[config.mk]
export PLATFORM = sky130hd
export DESIGN_NAME = present_sp_layer_flat
export DESIGN_NICKNAME = d
export VERILOG_FILES = /design/src/rtl/present_pkg.sv /design/src/rtl/present_sp_layer_if.sv /design/src/rtl/present_sbox4.sv /design/src/rtl/present_sp_layer.sv /design/src/flat_wrapper.sv
export SDC_FILE = /design/constraint.sdc
export NUM_CORES = 1
export LEC_CHECK = 0
export CAP_MARGIN = 10
export CORE_MARGIN = 4
export CORE_UTILIZATION = 46
export DETAILED_ROUTE_END_ITERATION = 7
export PLACE_DENSITY_LB_ADDON = 0.3
export SYNTH_ARGS = -nofsm -noshare
export SYNTH_HDL_FRONTEND = slang
export SYNTH_SLANG_ARGS = --single-unit
[constraint.sdc]
create_clock -name clk -period 1.25 [get_ports clk]
set_clock_uncertainty 0.15 [all_clocks]
set_input_delay 0.125 -clock clk [delete_from_list [all_inputs] [get_ports clk]]
set_output_delay 0.125 -clock clk [all_outputs]
set_load 0.005 [all_outputs]
[src/rtl/present_pkg.sv]
// Shared constants and helpers for the PRESENT-80 datapath.
// PRESENT_SP_INV_EN enables the inverse (decryption) path in the S/P layer.
package present_pkg;

    localparam int STATE_W = 64;
    localparam int NIB_W   = 4;

    localparam logic [3:0] SBOX_TBL [0:15] = '{
        4'hC, 4'h5, 4'h6, 4'hB, 4'h9, 4'h0, 4'hA, 4'hD,
        4'h3, 4'hE, 4'hF, 4'h8, 4'h4, 4'h7, 4'h1, 4'h2
    };

    localparam logic [3:0] SBOX_INV_TBL [0:15] = '{
        4'h5, 4'hE, 4'hF, 4'h8, 4'hC, 4'h1, 4'h2, 4'hD,
        4'hB, 4'h4, 4'h6, 4'h3, 4'h0, 4'h7, 4'h9, 4'hA
    };

    // Destination bit of source bit i in the PRESENT bit permutation.
    function automatic int unsigned p_index(input int unsigned i);
        int unsigned r;
        if (i == 32'd63) begin
            r = 32'd63;
        end else begin
            r = (32'd16 * i) % 32'd63;
        end
        return r;
    endfunction

endpackage

[src/rtl/present_sp_layer_if.sv]
// Input/output bundle of the PRESENT S/P layer.
// The inv select only exists when PRESENT_SP_INV_EN is defined.
interface present_sp_layer_if;
    import present_pkg::*;

    logic               in_valid;
    logic [STATE_W-1:0] in_data;
`ifdef PRESENT_SP_INV_EN
    logic               inv;
`endif
    logic               out_valid;
    logic [STATE_W-1:0] out_data;

    modport master (
        output in_valid,
        output in_data,
`ifdef PRESENT_SP_INV_EN
        output inv,
`endif
        input  out_valid,
        input  out_data
    );

    modport slave (
        input  in_valid,
        input  in_data,
`ifdef PRESENT_SP_INV_EN
        input  inv,
`endif
        output out_valid,
        output out_data
    );

endinterface

[src/rtl/present_sbox4.sv]
// Combinational 4-bit PRESENT S-box with inverse select.
// Shared by the round S/P layer and the key schedule.
module present_sbox4
    import present_pkg::*;
(
    input  logic [NIB_W-1:0] nib,
    input  logic             inv,
    output logic [NIB_W-1:0] sub
);

    // Table lookup, forward or inverse.
    always_comb begin
        sub = 4'h0;
        if (inv) begin
            sub = SBOX_INV_TBL[nib];
        end else begin
            sub = SBOX_TBL[nib];
        end
    end

endmodule

[src/rtl/present_sp_layer.sv]
// Registered PRESENT-80 S-layer + pLayer, one result per cycle, 1-cycle latency.
// Defining PRESENT_SP_INV_EN adds the inverse path (pLayer_inv then sLayer_inv).
module present_sp_layer
    import present_pkg::*;
(
    input  logic               clk,
    input  logic               rst_n,
    present_sp_layer_if.slave  bus
);

    logic               inv_s;
    logic [STATE_W-1:0] pinv_s;
    logic [STATE_W-1:0] sbox_in_s;
    logic [STATE_W-1:0] sbox_out_s;
    logic [STATE_W-1:0] perm_s;
    logic [STATE_W-1:0] result_s;
    logic               out_valid_r;
    logic [STATE_W-1:0] out_data_r;

`ifdef PRESENT_SP_INV_EN
    assign inv_s = bus.inv;
`else
    assign inv_s = 1'b0;
`endif

    // Inverse permutation: output bit i takes input bit P(i).
    always_comb begin
        pinv_s = '0;
        for (int i = 0; i < STATE_W; i++) begin
            pinv_s[i] = bus.in_data[p_index(i)];
        end
    end

    // The inverse path permutes before substitution, the forward path after.
    always_comb begin
        sbox_in_s = bus.in_data;
        if (inv_s) begin
            sbox_in_s = pinv_s;
        end else begin
            sbox_in_s = bus.in_data;
        end
    end

    for (genvar n = 0; n < STATE_W / NIB_W; n++) begin : g_sbox
        present_sbox4 u_sbox (
            .nib (sbox_in_s[n*NIB_W +: NIB_W]),
            .inv (inv_s),
            .sub (sbox_out_s[n*NIB_W +: NIB_W])
        );
    end

    // Forward permutation: intermediate bit i moves to bit P(i).
    always_comb begin
        perm_s = '0;
        for (int i = 0; i < STATE_W; i++) begin
            perm_s[p_index(i)] = sbox_out_s[i];
        end
    end

    // Select the finished result for the active direction.
    always_comb begin
        result_s = perm_s;
        if (inv_s) begin
            result_s = sbox_out_s;
        end else begin
            result_s = perm_s;
        end
    end

    // Output register; data holds when no new input arrives.
    always_ff @(posedge clk) begin
        if (!rst_n) begin
            out_valid_r <= 1'b0;
            out_data_r  <= 64'h0;
        end else if (bus.in_valid) begin
            out_valid_r <= 1'b1;
            out_data_r  <= result_s;
        end else begin
            out_valid_r <= 1'b0;
        end
    end

    assign bus.out_valid = out_valid_r;
    assign bus.out_data  = out_data_r;

endmodule

[src/flat_wrapper.sv]
// flat-port wrapper written by rule: the top's interface ports become plain ports
module present_sp_layer_flat import present_pkg::*;
  (clk, rst_n, bus_in_valid, bus_in_data, bus_out_valid, bus_out_data);
  present_sp_layer_if bus_i ();
  input  logic clk;
  input  logic rst_n;
  input wire logic [$bits(bus_i.in_valid)-1:0] bus_in_valid;
  input wire logic [$bits(bus_i.in_data)-1:0] bus_in_data;
  output wire logic [$bits(bus_i.out_valid)-1:0] bus_out_valid;
  output wire logic [$bits(bus_i.out_data)-1:0] bus_out_data;
  assign bus_i.in_valid = bus_in_valid;
  assign bus_i.in_data = bus_in_data;
  assign bus_out_valid = bus_i.out_valid;
  assign bus_out_data = bus_i.out_data;
  present_sp_layer u_core (.clk(clk), .rst_n(rst_n), .bus(bus_i));
endmodule
==> results.json <==
{
  "synth.distinct_cells": 55,
  "synthFlopType": "dfxtp_1",
  "seqPwrFrac_pct": 33.6,
  "tightest_slew_ns": 0.399,
  "tns_ns": 0,
  "max-slew-margin-rel_pct": 73.4,
  "vias": 5365,
  "synth_area_leader_cell": "dfxtp_1",
  "cts_root_buffer": "clkbuf_16",
  "crit_slowest_cell": "clkdlybuf4s50_1",
  "cts_buffers": 9,
  "wire_per_inst_um": 16.4,
  "clk_pin_slew_worst_paths_ns": 0.05,
  "p_sw_share_pct": 29.0,
  "antenna_left": 0,
  "via_per_inst": 5.45,
  "postSynth.asyncResetShare_pct": 0,
  "worstPathCellList": "clkdlybuf4s50_1, buf_4, xnor2_1, and3_1, a311o_1",
  "gp_congestion": 0.951,
  "muxShareOfSynthArea_pct": 10.1,
  "yosys_warnings": 0,
  "die_x_um": 115,
  "synthTopCellsByArea": "dfxtp_1, ha_1, mux2i_1, o21ai_0, inv_1",
  "nNetsFinal": 986,
  "cts_hold_buf": 0,
  "power_leakage_nw": 3.98,
  "worst_hold_path_type": "in2reg",
  "h-tree-depth": 3,
  "pre_cts_slack_ns": -0.667,
  "clkPwrFrac_pct": 35.5,
  "antennaDiodeCount": 0,
  "syn_nets": 738,
  "cts_setup_buffers": 0,
  "synth-compound-area-share_pct": 23.0,
  "status": "finished clean",
  "insertion_delay_ns": 0.34,
  "clockBufferDepth": 2,
  "maxCapViolCount": 0,
  "syn_area_um2": 5270,
  "drtPass1Iterations": 4,
  "max_stage_delay_ns": 0.48,
  "p_switching_mw": 2.03,
  "synth-adder-area-share_pct": 19.0,
  "p_int_mw": 4.98,
  "synth_top_area_share_pct": 24.7,
  "grt_pass1_vias": 5824,
  "crit_required_ns": 1.33,
  "ys_ff_latch": 65,
  "cp_max_fo": 10,
  "ir_worst_vdd_uv": 739,
  "cp-start-kind": "input pin",
  "synth_simple_gate_area_share_pct": 11.5,
  "setup_ws_ns": 0.0230,
  "io_buffers": 131,
  "remaining_drc_errors": 0,
  "grt_remaining_overflow": 0,
  "grt_use_total_pct": 25.1,
  "wirelength_um": 16200,
  "start_util_pct": 47.8,
  "cts_tree": "built",
  "synth_top_family_by_area": "compound AO/OA/AOI/OAI gates",
  "yosysSeqAreaShare_pct": 24.7,
  "slew_violations": 0,
  "path_class": "in2reg",
  "setup_viol": 0,
  "fmax_mhz": 815,
  "post-route-util_pct": 73.7,
  "critPathArrivalTime_ns": 1.30,
  "postSynthCellCount": 591,
  "drt-initial-drc-count": 298,
  "dpl.hpwl_um": 12000,
  "area_delta_synth_final_pct": 54.4,
  "die_y_um": 115,
  "antenna_found_initial": 0,
  "fp-row-count": 38,
  "cts.sinks": 65,
  "combinationalPowerShare_pct": 30.9,
  "io_pins": 132,
  "drive_above_1_share_pct": 31.2,
  "synth-edff-count": 0,
  "synth_xor_area_share_pct": 2.49,
  "finalHoldViolCount": 0,
  "grt_max_degree": 28,
  "cp-end-kind": "flop",
  "period_minus_slack_ns": 1.23,
  "core_area_um2": 11000,
  "power_density_nw_per_um2": 862,
  "postSynthAreaPerCell_um2": 8.91,
  "fin_crit_sh_pct": 98.2,
  "grt_pass1_wl_um": 27000,
  "die_area_um2": 13200
}
## critical path: cells and delay by family
family	cells	cell delay, ns
buffers and inverters	2	0.66
and+or+nand+nor	1	0.17
xor gates and xnor gates	1	0.08
AOI/OAI and AO/OA	1	0.27
## worst paths after layout
path | startpoint | to | slack (ns) | cells after the start
worst max-delay path | bus_in_data[55] | u_core.bus.out_data[13]$_SDFFE_PN0P_ | 0.02 | 5
worst min-delay path | bus_in_data[11] | u_core.bus.out_data[50]$_SDFFE_PN0P_ | 0.09 | 4
worst max register to register | u_core.bus.out_data[9]$_SDFFE_PN0P_ | u_core.bus.out_data[9]$_SDFFE_PN0P_ | 0.25 | 3
worst min register to register | u_core.bus.out_data[24]$_SDFFE_PN0P_ | u_core.bus.out_data[24]$_SDFFE_PN0P_ | 0.35 | 1
## placed cells by master, fill, tap and decap left out, types with 5 or more instances in the layout
| cell | instances |
|---|---|
| nor2b_1 | 15 |
| o21ai_0 | 52 |
| buf_12 | 6 |
| inv_2 | 30 |
| clkbuf_16 | 9 |
| inv_1 | 23 |
| xnor2_1 | 12 |
| clkbuf_2 | 6 |
| mux2i_1 | 43 |
| dlymetal6s2s_1 | 9 |
| ha_4 | 16 |
| and2_1 | 5 |
| dlygate4sd2_1 | 82 |
| o21ai_1 | 14 |
| clkdlybuf4s15_1 | 11 |
| a311o_1 | 7 |
| a211oi_1 | 5 |
| nor2_1 | 36 |
| a31oi_1 | 14 |
| clkdlybuf4s50_1 | 21 |
| buf_4 | 137 |
| a221oi_1 | 12 |
| nand2_1 | 21 |
| o221ai_1 | 10 |
| ha_1 | 61 |
| dfxtp_2 | 11 |
| nand3_1 | 12 |
| dfxtp_1 | 54 |
| a21oi_1 | 10 |
| o21a_1 | 5 |
## layer usage
| metal | global-route usage (%) | up-vias | wire (µm) |
|---|---|---|---|
| met3 | 5.00 | 36 | 877 |
| met4 | 11.2 | 0 | 442 |
| met1 | 28.4 | 2545 | 6530 |
| met2 | 45.4 | 155 | 8300 |
| li1 | - | 2629 | - |
| met5 | 0 | - | 0 |
## synthesized netlist by cell type, types with 6 or more instances
cell type  count
nand3_1       12
buf_6         10
o21ai_1       11
nor2b_1       15
o21ai_0       55
dfxtp_1       65
nor2_1        36
a221oi_1      12
inv_1         52
nand2_1       21
buf_2         13
a311o_1        7
ha_1          80
a21oi_1       11
mux2i_1       43
a211oi_1       6
a31oi_1       14
xnor2_1       12
o221ai_1      10
buf_4         12
## cells by family after synthesis
kind of cell / after synthesis
buffers and inverters: 92
muxes: 49
xor gates and xnor gates: 15
DFF: 65
AOI/OAI and AO/OA: 173
and+or+nand+nor: 117
adders and majority gates: 80
## power groups by stage
| stage | combinational [mW] | clock [mW] | sequential [mW] |
|---|---|---|---|
| after floorplan | 0.983 | 0 | 2.38 |
| after global placement | 2.11 | 0 | 2.39 |
| after detailed placement | 2.18 | 0 | 2.39 |
| after CTS | 2.13 | 2.53 | 2.35 |
| after global routing | 2.38 | 2.62 | 2.38 |
| final | 2.17 | 2.49 | 2.36 |
## sequential cells by signal (all words and copies together), names as in the netlist
| register | flops |
|---|---|
| u_core.bus.out_valid | 1 |
| u_core.bus.out_data | 64 |
## what timing repair did
item,CTS,global route
hold endpoints to repair,0,0
setup endpoints to repair,120,38
gates resized for setup,150,48
pin swaps,14,3
## per-stage QoR
step                      area [µm²]  hold WS (ns)  instances  total power, mW
after CTS                       8050        0.0777        984             7.01
final                           8130        0.0890        984             7.01
after detailed placement        7700         0.347        968             4.58
after floorplan                 5350        0.0693        591             3.37
after global placement          7700         0.331        968             4.50
after global routing            8130         0.101        984             7.37
## final cells by class
cell class / count / area [µm²]
well taps: 140 / 175
multi-input cells: 434 / 3780
repair buffers: 276 / 2370
inverters: 53 / 199
clock inverters: 2 / 10.0
fillers: 790 / 2900
flip-flops and latches: 65 / 1320
clock buffers: 14 / 284
Note: power is estimated with default switching activity, not from simulation.
